$ cat src/rtl/complete_arbiter.sv
// Round-robin arbiter folding four result producers (ALU0-2, LSU) onto two registered ROB complete ports.
// Optional COMPLETE_ARB_STATS_EN adds saturating conflict/block counters.

module complete_arb_buf #(
  parameter int W = 8
) (
  input  logic         clk,
  input  logic         rst,
  input  logic         load,
  input  logic         grant,
  input  logic [W-1:0] din,
  output logic         valid,
  output logic [W-1:0] dout
);
  // A load in the same cycle as a grant replaces the departing entry.
  always_ff @(posedge clk) begin
    if (rst) begin
      valid <= 1'b0;
      dout  <= '0;
    end else if (load) begin
      valid <= 1'b1;
      dout  <= din;
    end else if (grant) begin
      valid <= 1'b0;
    end
  end
endmodule

module complete_arbiter #(
  parameter int DATA_W = 32,
  parameter int PREG_W = 6,
  parameter int ROB_W  = 4
) (
  input  logic                clk,
  input  logic                rst,
  input  logic [3:0]          src_valid,
  output logic [3:0]          src_ready,
  input  logic [4*DATA_W-1:0] src_pc,
  input  logic [4*DATA_W-1:0] src_data,
  input  logic [4*PREG_W-1:0] src_preg,
  input  logic [4*ROB_W-1:0]  src_rob,
  input  logic [3:0]          src_is_store,
  input  logic                cmp_ready,
  output logic                cmp0_valid,
  output logic [DATA_W-1:0]   cmp0_pc,
  output logic [DATA_W-1:0]   cmp0_data,
  output logic [PREG_W-1:0]   cmp0_preg,
  output logic [ROB_W-1:0]    cmp0_rob,
  output logic                cmp0_is_store,
  output logic                cmp1_valid,
  output logic [DATA_W-1:0]   cmp1_pc,
  output logic [DATA_W-1:0]   cmp1_data,
  output logic [PREG_W-1:0]   cmp1_preg,
  output logic [ROB_W-1:0]    cmp1_rob,
  output logic                cmp1_is_store
`ifdef COMPLETE_ARB_STATS_EN
  ,
  output logic [15:0]         stat_conflict_cnt,
  output logic [15:0]         stat_block_cnt
`endif
);
  typedef struct packed {
    logic [DATA_W-1:0] pc;
    logic [DATA_W-1:0] data;
    logic [PREG_W-1:0] preg;
    logic [ROB_W-1:0]  rob;
    logic              is_store;
  } ent_t;

  ent_t [3:0] src_ent, buf_ent;
  logic [3:0] buf_valid, grant;
  logic [1:0] rr_ptr, idx, g0_idx, g1_idx, last_idx;
  logic       g0_vld, g1_vld;
  ent_t       cmp0_q, cmp1_q;

  assign src_ready = ~buf_valid | grant;

  for (genvar i = 0; i < 4; i++) begin : g_src
    assign src_ent[i] = {src_pc[i*DATA_W +: DATA_W], src_data[i*DATA_W +: DATA_W],
                         src_preg[i*PREG_W +: PREG_W], src_rob[i*ROB_W +: ROB_W],
                         src_is_store[i]};
    complete_arb_buf #(.W($bits(ent_t))) u_buf (
      .clk   (clk),
      .rst   (rst),
      .load  (src_valid[i] & src_ready[i]),
      .grant (grant[i]),
      .din   (src_ent[i]),
      .valid (buf_valid[i]),
      .dout  (buf_ent[i])
    );
  end

  // First two buffered sources found scanning from rr_ptr win ports 0 and 1.
  always_comb begin
    grant  = '0;
    g0_vld = 1'b0;
    g1_vld = 1'b0;
    g0_idx = '0;
    g1_idx = '0;
    idx    = '0;
    for (int k = 0; k < 4; k++) begin
      idx = rr_ptr + 2'(k);
      if (cmp_ready && buf_valid[idx]) begin
        if (!g0_vld) begin
          g0_vld = 1'b1;
          g0_idx = idx;
        end else if (!g1_vld) begin
          g1_vld = 1'b1;
          g1_idx = idx;
        end
      end
    end
    if (g0_vld) grant[g0_idx] = 1'b1;
    if (g1_vld) grant[g1_idx] = 1'b1;
  end

  assign last_idx = g1_vld ? g1_idx : g0_idx;

  always_ff @(posedge clk) begin
    if (rst) begin
      rr_ptr     <= '0;
      cmp0_valid <= 1'b0;
      cmp1_valid <= 1'b0;
      cmp0_q     <= '0;
      cmp1_q     <= '0;
    end else begin
      cmp0_valid <= g0_vld;
      cmp1_valid <= g1_vld;
      if (g0_vld) begin
        rr_ptr <= last_idx + 2'd1;
        cmp0_q <= buf_ent[g0_idx];
      end
      if (g1_vld) cmp1_q <= buf_ent[g1_idx];
    end
  end

  assign {cmp0_pc, cmp0_data, cmp0_preg, cmp0_rob, cmp0_is_store} = cmp0_q;
  assign {cmp1_pc, cmp1_data, cmp1_preg, cmp1_rob, cmp1_is_store} = cmp1_q;

`ifdef COMPLETE_ARB_STATS_EN
  always_ff @(posedge clk) begin
    if (rst) begin
      stat_conflict_cnt <= '0;
      stat_block_cnt    <= '0;
    end else begin
      if (cmp_ready && ($countones(buf_valid) > 2) && stat_conflict_cnt != 16'hFFFF)
        stat_conflict_cnt <= stat_conflict_cnt + 16'd1;
      if (!cmp_ready && (|buf_valid) && stat_block_cnt != 16'hFFFF)
        stat_block_cnt <= stat_block_cnt + 16'd1;
    end
  end
`else
  // statistics counters compiled out
`endif
endmodule

$ cat config.mk
export PLATFORM = sky130hd
export DESIGN_NAME = complete_arbiter
export DESIGN_NICKNAME = d
export VERILOG_FILES = /design/src/rtl/complete_arbiter.sv
export SDC_FILE = /design/constraint.sdc
export NUM_CORES = 1
export LEC_CHECK = 0
export CAP_MARGIN = 5
export CORE_MARGIN = 2
export CORE_UTILIZATION = 30
export CTS_CLUSTER_DIAMETER = 120
export DETAILED_ROUTE_END_ITERATION = 16
export GPL_TIMING_DRIVEN = 0
export HOLD_SLACK_MARGIN = 0.15
export PLACE_DENSITY = 0.63
export SETUP_SLACK_MARGIN = 0.15
export SLEW_MARGIN = 10
export SYNTH_ARGS = -nofsm -noshare
export SYNTH_HDL_FRONTEND = slang
export SYNTH_HIERARCHICAL = 1
export SYNTH_SLANG_ARGS = --single-unit
export TNS_END_PERCENT = 30
$ cat constraint.sdc
create_clock -name clk -period 8.79 [get_ports clk]
set_input_delay 1.758 -clock clk [delete_from_list [all_inputs] [get_ports clk]]
set_output_delay 1.758 -clock clk [all_outputs]
set_load 0.1 [all_outputs]
# Word-level counts from Yosys, hierarchy flattened
# Index checks and enable logic that the tools add are counted.
[word_totals]
register_bits = 458
inputBits = 307
out_inout_bits = 156
word_cells = 102
[classes]
n_addsub = 4
n_lt_le_gt_ge = 8
mux = 52
bitwise = 7
reduce_logical = 10
[op_table]
columns = ["operator", "n"]
rows = [
  ["binary-select mux 75 bit (select 2 bit)", 2],
  ["two-way mux 75 bit", 2],
  ["two-way mux 2 bit", 16],
  ["two-way mux 1 bit", 24],
  ["< comparator 2 x 3 -> 1 bit, second input constant", 6],
  ["binary-select mux 1 bit (select 2 bit)", 4],
  ["two-way mux 4 bit", 2],
  ["OR 4 bit", 2],
  ["nonzero test 2 bit", 4],
  ["logical AND 1 bit", 6],
  ["adder 2 x 1 -> 2 bit, second input constant", 2],
  ["adder 2 bit, second input constant", 2],
  ["bitwise AND 1 bit", 4],
  ["demux 1 bit (select 2 bit)", 2],
  ["greater-or-equal comparator 2 x 1 -> 1 bit, second input constant", 2],
  ["NOT 4 bit", 1],
]

# Depth between registers and ports, before layout
[logic_depth]
depth_word = 21
depth_mapped = 18
depth_no_buf = 12

# By module
# The synthesis kept the hierarchy.
[by_module_without_submodules]
columns = ["module", "n_inst", "cells_each", "area_each_um2", "seq_area_each_um2"]
rows = [
  ["complete_arb_buf", 4, 246, 2726.4, 1521.5],
  ["complete_arbiter", 1, 1299, 10412.5, 3083.0],
]

# Worst setup path before layout
# Ideal clock, no wire load.
[synth_timing]
path_kind = "input to output"
startpoint = "input cmp_ready"
endpoint = "output src_ready[0]"
t_arrival_ns = 4.033
required_time_ns = 7.032
path_slack_ns = 2.999
stages = 10
n_path_buf = 3
cell_sequence = "clkbuf_1 -> and2_1 -> ha_1 -> or3b_1 -> a31o_2 -> o21ai_4 -> buf_6 -> buf_6 -> o21a_1 -> nand2_1"
[synth_between]
elab_chain_cells = 17
elab_cells_between_ends = 43
classes_between = "4 x order compare; 31 x mux; 2 x bitwise; 6 x reduce/logical"
[synth_rtl]
columns = ["element", "line", "source"]
rows = [
  ["start, declared", "43", "input logic cmp_ready,"],
  ["logical AND 1 bit", "103", "if (cmp_ready && buf_valid[idx]) begin"],
  ["two-way mux 1 bit", "103", ""],
  ["two-way mux 2 bit or two-way mux 1 bit (tied branches)", "104", "if (!g0_vld) begin"],
  ["two-way mux 2 bit or two-way mux 1 bit (tied branches)", "103", ""],
  ["two-way mux 2 bit", "107", "end else if (!g1_vld) begin"],
  ["two-way mux 2 bit", "104", ""],
  ["two-way mux 2 bit", "103", ""],
  ["two-way mux 2 bit", "107", ""],
  ["two-way mux 2 bit", "104", ""],
  ["two-way mux 2 bit", "103", ""],
  ["< comparator 2 x 3 -> 1 bit (implied by the code) or greater-or-equal comparator 2 x 1 -> 1 bit (tied branches)", "114", "if (g1_vld) grant[g1_idx] = 1'b1;"],
  ["logical AND 1 bit (implied by the code)", "114", ""],
  ["two-way mux 1 bit (implied by the code)", "114", ""],
  ["demux 1 bit (select 2 bit)", "114", ""],
  ["OR 4 bit (no line)", "--", ""],
  ["two-way mux 4 bit (*)", "114", ""],
  ["OR 4 bit (*)", "76", "assign src_ready = ~buf_valid | grant;"],
  ["end, declared", "37", "output logic [3:0] src_ready,"],
]
# Mark *: on every way between the ends. The rest lies on a longest branch, timed or not.

# Worst setup path in the final report
# Ends and elaborated chain as after synthesis.

==> impl_metrics.json <==
{
  "finalCritPeriodShare_pct": 86.2,
  "arrival_ns": 5.82,
  "cts_resized": 0,
  "synth.distinct_cells": 58,
  "status": "finished, final reports clean",
  "hold_viol_final": 0,
  "synth_nets": 2592,
  "end_kind": "output port",
  "p_sw_share_pct": 33.0,
  "buffer_ports.inserted": 462,
  "fin_cells": 3783,
  "leakage_uw": 0.0120,
  "cp-start-kind": "input port",
  "slowest_stage": "clkdlybuf4s50_1",
  "ir_drop_uv": 135,
  "async_flop_share_pct": 0,
  "cts_buffer_depth": 3,
  "cts_sinks": 458,
  "cts_hold_buffers": 0,
  "vias_per_cell": 4.94,
  "critPathBufInv": 5,
  "drtPass1Iterations": 5,
  "clk_pin_slew_ns": 0.06,
  "slew-limit-headroom_pct": 17.0,
  "worst_pin_slew_ns": 1.24,
  "synth_edf_count": 0,
  "power.share.clock_pct": 35.6,
  "insertion_delay_ns": 0.60,
  "initial_core_util_pct": 30.4,
  "min_period_ns": 7.58,
  "dp.cells": 3687,
  "utilization_pct": 41.1,
  "slew_violations": 0,
  "hold_path_class": "reg -> reg",
  "drtAntennaViolNets": 0,
  "gp_congestion": 0.873,
  "ios": 463,
  "ys_warn_count": 6,
  "rrSetupSlack_ns": 4.61,
  "power_density_mw_per_mm2": 214,
  "cp_max_fo": 10,
  "core_area_sq_mm": 0.0701,
  "maxCapViolCount": 0,
  "fmax_mhz": 132,
  "worstSetupPathType": "in -> out",
  "ys_seq_elements": 458,
  "finalNetCount": 3111,
  "htreeDepth": 2,
  "cts_setup_buffers": 0,
  "die_h_microns": 271,
  "cts_tree": "built",
  "p_sw_uw": 2040,
  "syn_area_sq_mm": 0.0213,
  "antenna_found_initial": 15,
  "syn_to_final_growth_pct": 35.4,
  "drc": 0,
  "cts_root_buf": "clkbuf_16",
  "drive_gt1_share_pct": 10.1,
  "path_cells": "clkdlybuf4s50_1 -> clkbuf_1 -> and2_1 -> ha_1 -> or3b_1 -> a31o_2 -> o21ai_4 -> buf_6 -> buf_6 -> o21a_1 -> nand2_1 -> clkdlybuf4s50_1",
  "grt_overflow_total": 0,
  "grt_pass1_wl_mm": 122,
  "syn_area_per_cell_sq_um": 9.34,
  "first_global_vias": 18294,
  "crit_family": "buffers and inverters",
  "final-setup-viol-count": 0,
  "finalSetupTns_ns": 0,
  "grt_usage_pct": 22.3,
  "synthFlopType": "dfxtp_1",
  "cts_buffers": 53,
  "rsz0062_at_grt": "false",
  "internal_power_uw": 4140,
  "wl_mm": 84.7,
  "rows": 97,
  "wl_per_cell_microns": 22.4,
  "drtIter0Drc": 1168,
  "combinationalPowerShare_pct": 26.5,
  "synth_seq_area_share_pct": 43.0,
  "hold_ws_ns": 0.476,
  "die_area_sq_mm": 0.0732,
  "p_seq_share_pct": 38.0,
  "critPathRequiredTime_ns": 7.03,
  "fin_skew_ns": 0.0377,
  "critical-path-max-stage-delay_ns": 0.99,
  "die_w_microns": 271,
  "synth_cells": 2283,
  "vias": 18675,
  "hpwl_mm": 62.2,
  "grt_max_degree": 26
}
state kept, by name, summed over array words and instances (netlist names), 2 cells and up:
register and cells:
cmp1_rob 4, cmp0_data 32, g_src.u_buf/valid 4, cmp0_pc 32, cmp1_pc 32, cmp0_preg 6
cmp0_rob 4, g_src.u_buf/dout 300, cmp1_preg 6, cmp1_data 32, rr_ptr 2
cell usage after synthesis (3+ instances only):
library cell  instances  area [sq um]
o21ai_0              44           220
mux2_2               72           811
a221o_1              75           751
a21oi_1              86           430
buf_2                64           320
o211ai_1              5          37.5
buf_12               16           320
o21ai_1              36           180
nand2b_1             11          68.8
nand3_1               3          15.0
nor2_1              306          1150
nand2_1             389          1460
buf_4                28           210
o21a_1                5          37.5
inv_1                11          41.3
dfxtp_1             458          9170
clkbuf_1             75           282
o2111ai_1             3          26.3
nor2b_1              10          62.6
nand3b_1             77           578
mux2i_1             452          4520
buf_8                 4          60.1
mux2_1                6          67.6
power by group through the flow:
stage	registers, uW	logic, uW	clock network (uW)
6_report	2340	1640	2200
5_1_grt	2360	1730	2330
4_1_cts	2340	1640	2240
3_5_place_dp	2390	1640	0
3_3_place_gp	2380	1630	0
2_1_floorplan	2610	834	0
worst min-delay path: stages (launching register included):
cell and delay (ns):
dfxtp_1 0.31, nand3b_1 0.07, o21ai_1 0.05
layout by cell type (no fill, tap or decap), drive strengths merged, types with 11 or more instances in the layout:
cell type and count:
mux2i 452, nand3b 78, o21ai 81, nor2 306, a221o 75, nand2b 11, nor2b 11, inv 12
mux2 79, a21oi 86, clkinv 16, buf 117, clkbuf 146, clkdlybuf4s50 461, dfxtp 458, nand2 389
through the flow:
| step | cell area (sq um) | worst slack [ns] | power, uW |
|---|---|---|---|
| 3_5_place_dp | 27200 | 1.19 | 4020 |
| 6_report | 28900 | 1.21 | 6180 |
| 3_3_place_gp | 27100 | 0.878 | 4010 |
| 5_1_grt | 28900 | 1.05 | 6410 |
| 2_1_floorplan | 21300 | 3.00 | 3450 |
| 4_1_cts | 28900 | 1.18 | 6230 |
final cells by class:
class                           count  area, sq um
Sequential cell                   458         9170
Antenna cell                        3         7.51
Buffer                            189         1210
Clock inverter                     22          220
Clock buffer                       71         1480
Multi-Input combinational cell   1625        10900
Fill cell                        7111        41300
Tap cell                          940         1180
Timing Repair Buffer              464         4640
Inverter                           11         41.3
worst paths after layout:
path	startpoint	cells after the start	end
worst max register to register	rr_ptr[0]$_SDFFE_PP0P_	17	g_src[2].u_buf/dout[43]$_SDFFE_PP0P_
worst min-delay path	cmp0_pc[6]$_SDFFE_PP0P_	2	cmp0_pc[6]$_SDFFE_PP0P_
worst min register to register	cmp0_pc[6]$_SDFFE_PP0P_	2	cmp0_pc[6]$_SDFFE_PP0P_
worst max-delay path	cmp_ready	12	src_ready[0]
cells by family (layout without fill, tap and decap cells):
kind of cell | Yosys count | after routing | synth area share (%)
simple gates | 812 | 812 | 16.3
other cells | 0 | 3 | 0
fa+ha+maj | 3 | 3 | 0.164
buf+inv | 200 | 757 | 5.89
mux | 533 | 533 | 25.6
flops | 458 | 458 | 43.0
compound gates | 277 | 277 | 8.99
per-layer routing:
metal	GRT usage, %	share of wire, %
met3	5.54	7.1
met5	0	0.11
met4	7.95	3.5
met2	35.9	46
met1	28.7	44
Power figures use the tool's default switching activity.
==> RTL change 1 (same settings) <==
The parameter `DATA_W` goes from 32 to 48.
--- a/src/rtl/complete_arbiter.sv
+++ b/src/rtl/complete_arbiter.sv
@@ -27,7 +27,7 @@
 endmodule
 
 module complete_arbiter #(
-  parameter int DATA_W = 32,
+  parameter int DATA_W = 48,
   parameter int PREG_W = 6,
   parameter int ROB_W  = 4
 ) (
Ports: changed (6 resized); port bits go from 463 to 655. The function was not compared with the original's and may differ.
==> RTL change 1 against the original RTL <==
Power is 55% higher; sequential power is 46% higher; synthesized cell count is 44% higher; wire length is 65% higher; sequential cell count is 192 higher; cell area is 40% higher; setup slack better by 0.069 ns; area after synthesis is 40% higher; critical path type unchanged; highest routed layer unchanged.
==> RTL change 1: results (changes against the original RTL) <==
[metrics] internal power: 6053 uW (was 4135 uW)
[metrics] met3 global-route usage: 5.423% (was 5.538%)
[metrics] first-pass GRT wire length: 197,800 um (was 121,900 um)
[metrics] Hold Path Cell Cnt: 1 (was 2)
[metrics] Syn Area/Cell: 9.079 sq um (was 9.338 sq um)
[metrics] number of port buffers: 652 (was 462)
[metrics] total met2 wirelength after detailed routing: 65,020 um (was 38,660 um)
[metrics] Final HPWL DP: 104,300 um (was 62,230 um)
[metrics] Final GP Congestion: 0.9027 (was 0.8725)
[metrics] placed instance count: 5,226 (was 3,687)
[metrics] Initial DRC Count: 2,710 (was 1,168)
[metrics] Avg Vias per Cell: 5.521 (was 4.937)
[metrics] Synth area leaders: sky130_fd_sc_hd__dfxtp_1 (44%), sky130_fd_sc_hd__mux2i_1 (18%), sky130_fd_sc_hd__nor2_1 (6.9%), sky130_fd_sc_hd__a32o_1 (3.6%), sky130_fd_sc_hd__o221ai_1 (3.2%) (was sky130_fd_sc_hd__dfxtp_1 (43%), sky130_fd_sc_hd__mux2i_1 (21%), sky130_fd_sc_hd__nand2_1 (6.8%), sky130_fd_sc_hd__nor2_1 (5.4%), sky130_fd_sc_hd__mux2_2 (3.8%))
[metrics] total nets after synthesis: 3,718 (was 2,592)
[metrics] reg2reg end: g_src[3].u_buf/dout[103]$_SDFFE_PP0P_ (was g_src[2].u_buf/dout[43]$_SDFFE_PP0P_)
[metrics] Detail Route met3 WL: 10,460 um (was 6056 um)
[metrics] Met1 Wirelength: 57,660 um (was 36,910 um)
[metrics] total routing resource utilization after global routing: 26.21% (was 22.26%)
[metrics] ratio of cells with drive above 1 in the final layout: 6.888% (was 10.14%)
[metrics] setup slack on the worst flop-to-flop path: 3.98 ns (was 4.61 ns)
[metrics] most common library cells after synthesis: sky130_fd_sc_hd__dfxtp_1 (650), sky130_fd_sc_hd__nor2_1 (545), sky130_fd_sc_hd__mux2i_1 (539), sky130_fd_sc_hd__clkbuf_1 (204), sky130_fd_sc_hd__inv_1 (116) (was sky130_fd_sc_hd__dfxtp_1 (458), sky130_fd_sc_hd__mux2i_1 (452), sky130_fd_sc_hd__nand2_1 (389), sky130_fd_sc_hd__nor2_1 (306), sky130_fd_sc_hd__a21oi_1 (86))
[metrics] post-detailed-routing wire length: 139,700 um (was 84,720 um)
[metrics] initial antenna violation count: 37 (was 15)
[metrics] maximum level of the CTS H-tree: 3 (was 2)
[metrics] post-placement cell area: 38,050 sq um (was 27,150 sq um)
[metrics] result of the run: complete, no violations (unchanged)
[metrics] worst hold slack: 0.4663 ns (was 0.4760 ns)
[metrics] via count of the first global-routing pass: 28,660 (was 18,290)
## RTL change 1: cell types whose count changed in the layout (fill, tap and decap cells not counted), moves of 109 or more
cell and delta:
sky130_fd_sc_hd__nand2_1 -274, sky130_fd_sc_hd__nor2_1 +237, sky130_fd_sc_hd__dfxtp_1 +192, sky130_fd_sc_hd__clkdlybuf4s50_1 +191, sky130_fd_sc_hd__clkbuf_1 +127, sky130_fd_sc_hd__a31oi_1 +109, sky130_fd_sc_hd__nand4_1 +109
## RTL change 1: logic make-up (layout without fill, tap and decap cells)
family	Yosys count	after routing	synth area share [%]
fa+ha+maj	3	3	0.1176
compound gates	691	691	16.52
other cells	0	18	0
simple gates	930	930	14.14
buf+inv	463	1247	7.132
flops	650	650	43.68
mux	543	543	18.38
xor+xnor	1	1	0.02941
## RTL change 1: worst max path at each step
stage	end	cells after the start	from	slack [ns]
global route	src_ready[0]	10	cmp_ready	1.21
global placement	src_ready[2]	7	cmp_ready	0.82
CTS	src_ready[0]	10	cmp_ready	1.35
detailed placement	src_ready[0]	10	cmp_ready	1.34
floorplan	src_ready[2]	8	cmp_ready	2.51
finish	src_ready[0]	10	cmp_ready	1.28
## RTL change 1: power by group through the flow
stage	registers [uW]	logic (uW)	clock network, uW
after floorplan	4080	1280	0
final	3420	2950	3180
after detailed placement	3480	2920	0
after global placement	3470	2900	0
after global routing	3440	3110	3330
after CTS	3410	2940	3220
## RTL change 1: layout make-up
cell class	count	area [sq um]	area share [%]
Antenna cell	18	45.04	0.1111
Buffer	345	1690	4.171
Tap cell	1287	1610	3.973
Clock buffer	107	2211	5.455
Inverter	118	442.9	1.093
Clock inverter	19	227.7	0.5618
Timing Repair Buffer	658	6614	16.32
Sequential cell	650	13010	32.11
Multi-Input combinational cell	2168	14680	36.21
==> RTL change 2 (config.mk and constraints unchanged) <==
Made on the original files. The option `COMPLETE_ARB_STATS_EN` is turned on by a define.
--- a/src/rtl/complete_arbiter.sv
+++ b/src/rtl/complete_arbiter.sv
@@ -1,5 +1,7 @@
 // Round-robin arbiter folding four result producers (ALU0-2, LSU) onto two registered ROB complete ports.
 // Optional COMPLETE_ARB_STATS_EN adds saturating conflict/block counters.
+
+`define COMPLETE_ARB_STATS_EN
 
 module complete_arb_buf #(
   parameter int W = 8
Behaviour (old outputs only; new: stat_block_cnt and stat_conflict_cnt): no difference found for any inputs over 4 cycles, from zero or initial values and one cycle with rst high; that may be too few to reach the edited logic, so the function may still have changed.
==> RTL change 2 against the original RTL <==
Sequential power is 8% higher; combinational power is 26% higher; first-iteration DRC count is 4.0% lower; critical path depth is 2 lower; cell area is 8.8% higher; area after synthesis is 9.0% higher; largest cell class unchanged; hold slack better by 0.0020 ns; largest power group unchanged; cell count is 6.5% higher; non-clock buffer count is 39 higher; power is 14% higher; setup slack worse by 0.15 ns; wire length is 8.3% higher; sequential cell count is 32 higher.
==> RTL change 2: results (changes against the original RTL) <==
[metrics] Max-slew headroom: 23.38% (was 17.05%)
[metrics] sequential-to-total area share from yosys stat: 42.22% (was 43.01%)
[metrics] capturing instance or port of the critical path: src_ready[1] (was src_ready[0])
[metrics] Sequential Power Share: 35.9% (was 38.0%)
[metrics] number of synthesized register bits: 490 (was 458)
[metrics] total nets after synthesis: 2,705 (was 2,592)
[metrics] Final HPWL DP: 68,370 um (was 62,230 um)
[metrics] clk_skew: 0.02287 ns (was 0.03772 ns)
[metrics] share of cell area taken by multi-input logic gates: 38.28% (was 37.78%)
[metrics] internal power: 4627 uW (was 4135 uW)
[metrics] area of the die: 79,690 sq um (was 73,210 sq um)
[metrics] placed instance count: 3,922 (was 3,687)
[metrics] ratio of cells with drive above 1 in the final layout: 6.676% (was 10.14%)
[metrics] met3 global-route usage: 5.187% (was 5.538%)
[metrics] fraction of area in registers: 31.25% (was 31.77%)
[metrics] total routing resource utilization after global routing: 22.23% (was 22.26%)
[metrics] Avg Vias per Cell: 4.963 (was 4.937)
[metrics] endpoint with the worst hold slack: cmp1_pc[1]$_SDFFE_PP0N_ (was cmp0_pc[6]$_SDFFE_PP0P_)
[metrics] logic depth of the worst register-to-register path: 14 (was 17)
[metrics] result of the run: complete, no violations (unchanged)
[metrics] power dissipated in the clock network: 2440 uW (was 2200 uW)
[metrics] Cell variety after synth: 59 (was 58)
[metrics] worst IR drop on VDD: 0.1371 mV (was 0.1350 mV)
[metrics] maximum number of pins on one net before global-route repair: 21 (was 26)
[metrics] Final GP Congestion: 0.8578 (was 0.8725)
[metrics] GR Layer Usage met2: 36.59% (was 35.94%)
[metrics] Static Leak: 0.01129 uW (was 0.01201 uW)
[metrics] via count of the first global-routing pass: 19,460 (was 18,290)
## RTL change 2: cell count changes after synthesis, sizes merged, moves of 20 or more
cell	unedited run	this run
dfxtp	458	490
a221o	75	1
nand2b	11	89
a21oi	86	14
nor2	306	341
clkbuf	75	99
nand2	389	98
nand3	3	93
o22ai	1	78
nand3b	78	0
o211ai	7	80
mux2i	452	534
a21o	1	77
xor2	0	20
## RTL change 2: kinds of logic (layout without fill, tap and decap cells)
| kind of cell | Yosys count | in the layout | synth area share, % |
|---|---|---|---|
| other | 0 | 7 | 0 |
| and+or+nand+nor | 667 | 667 | 12.75 |
| AOI/OAI and AO/OA | 368 | 368 | 10.50 |
| adders and majority gates | 9 | 9 | 0.5170 |
| DFF | 490 | 490 | 42.22 |
| muxes | 612 | 612 | 26.90 |
| buffers and inverters | 215 | 807 | 6.064 |
| xor gates and xnor gates | 28 | 28 | 1.055 |
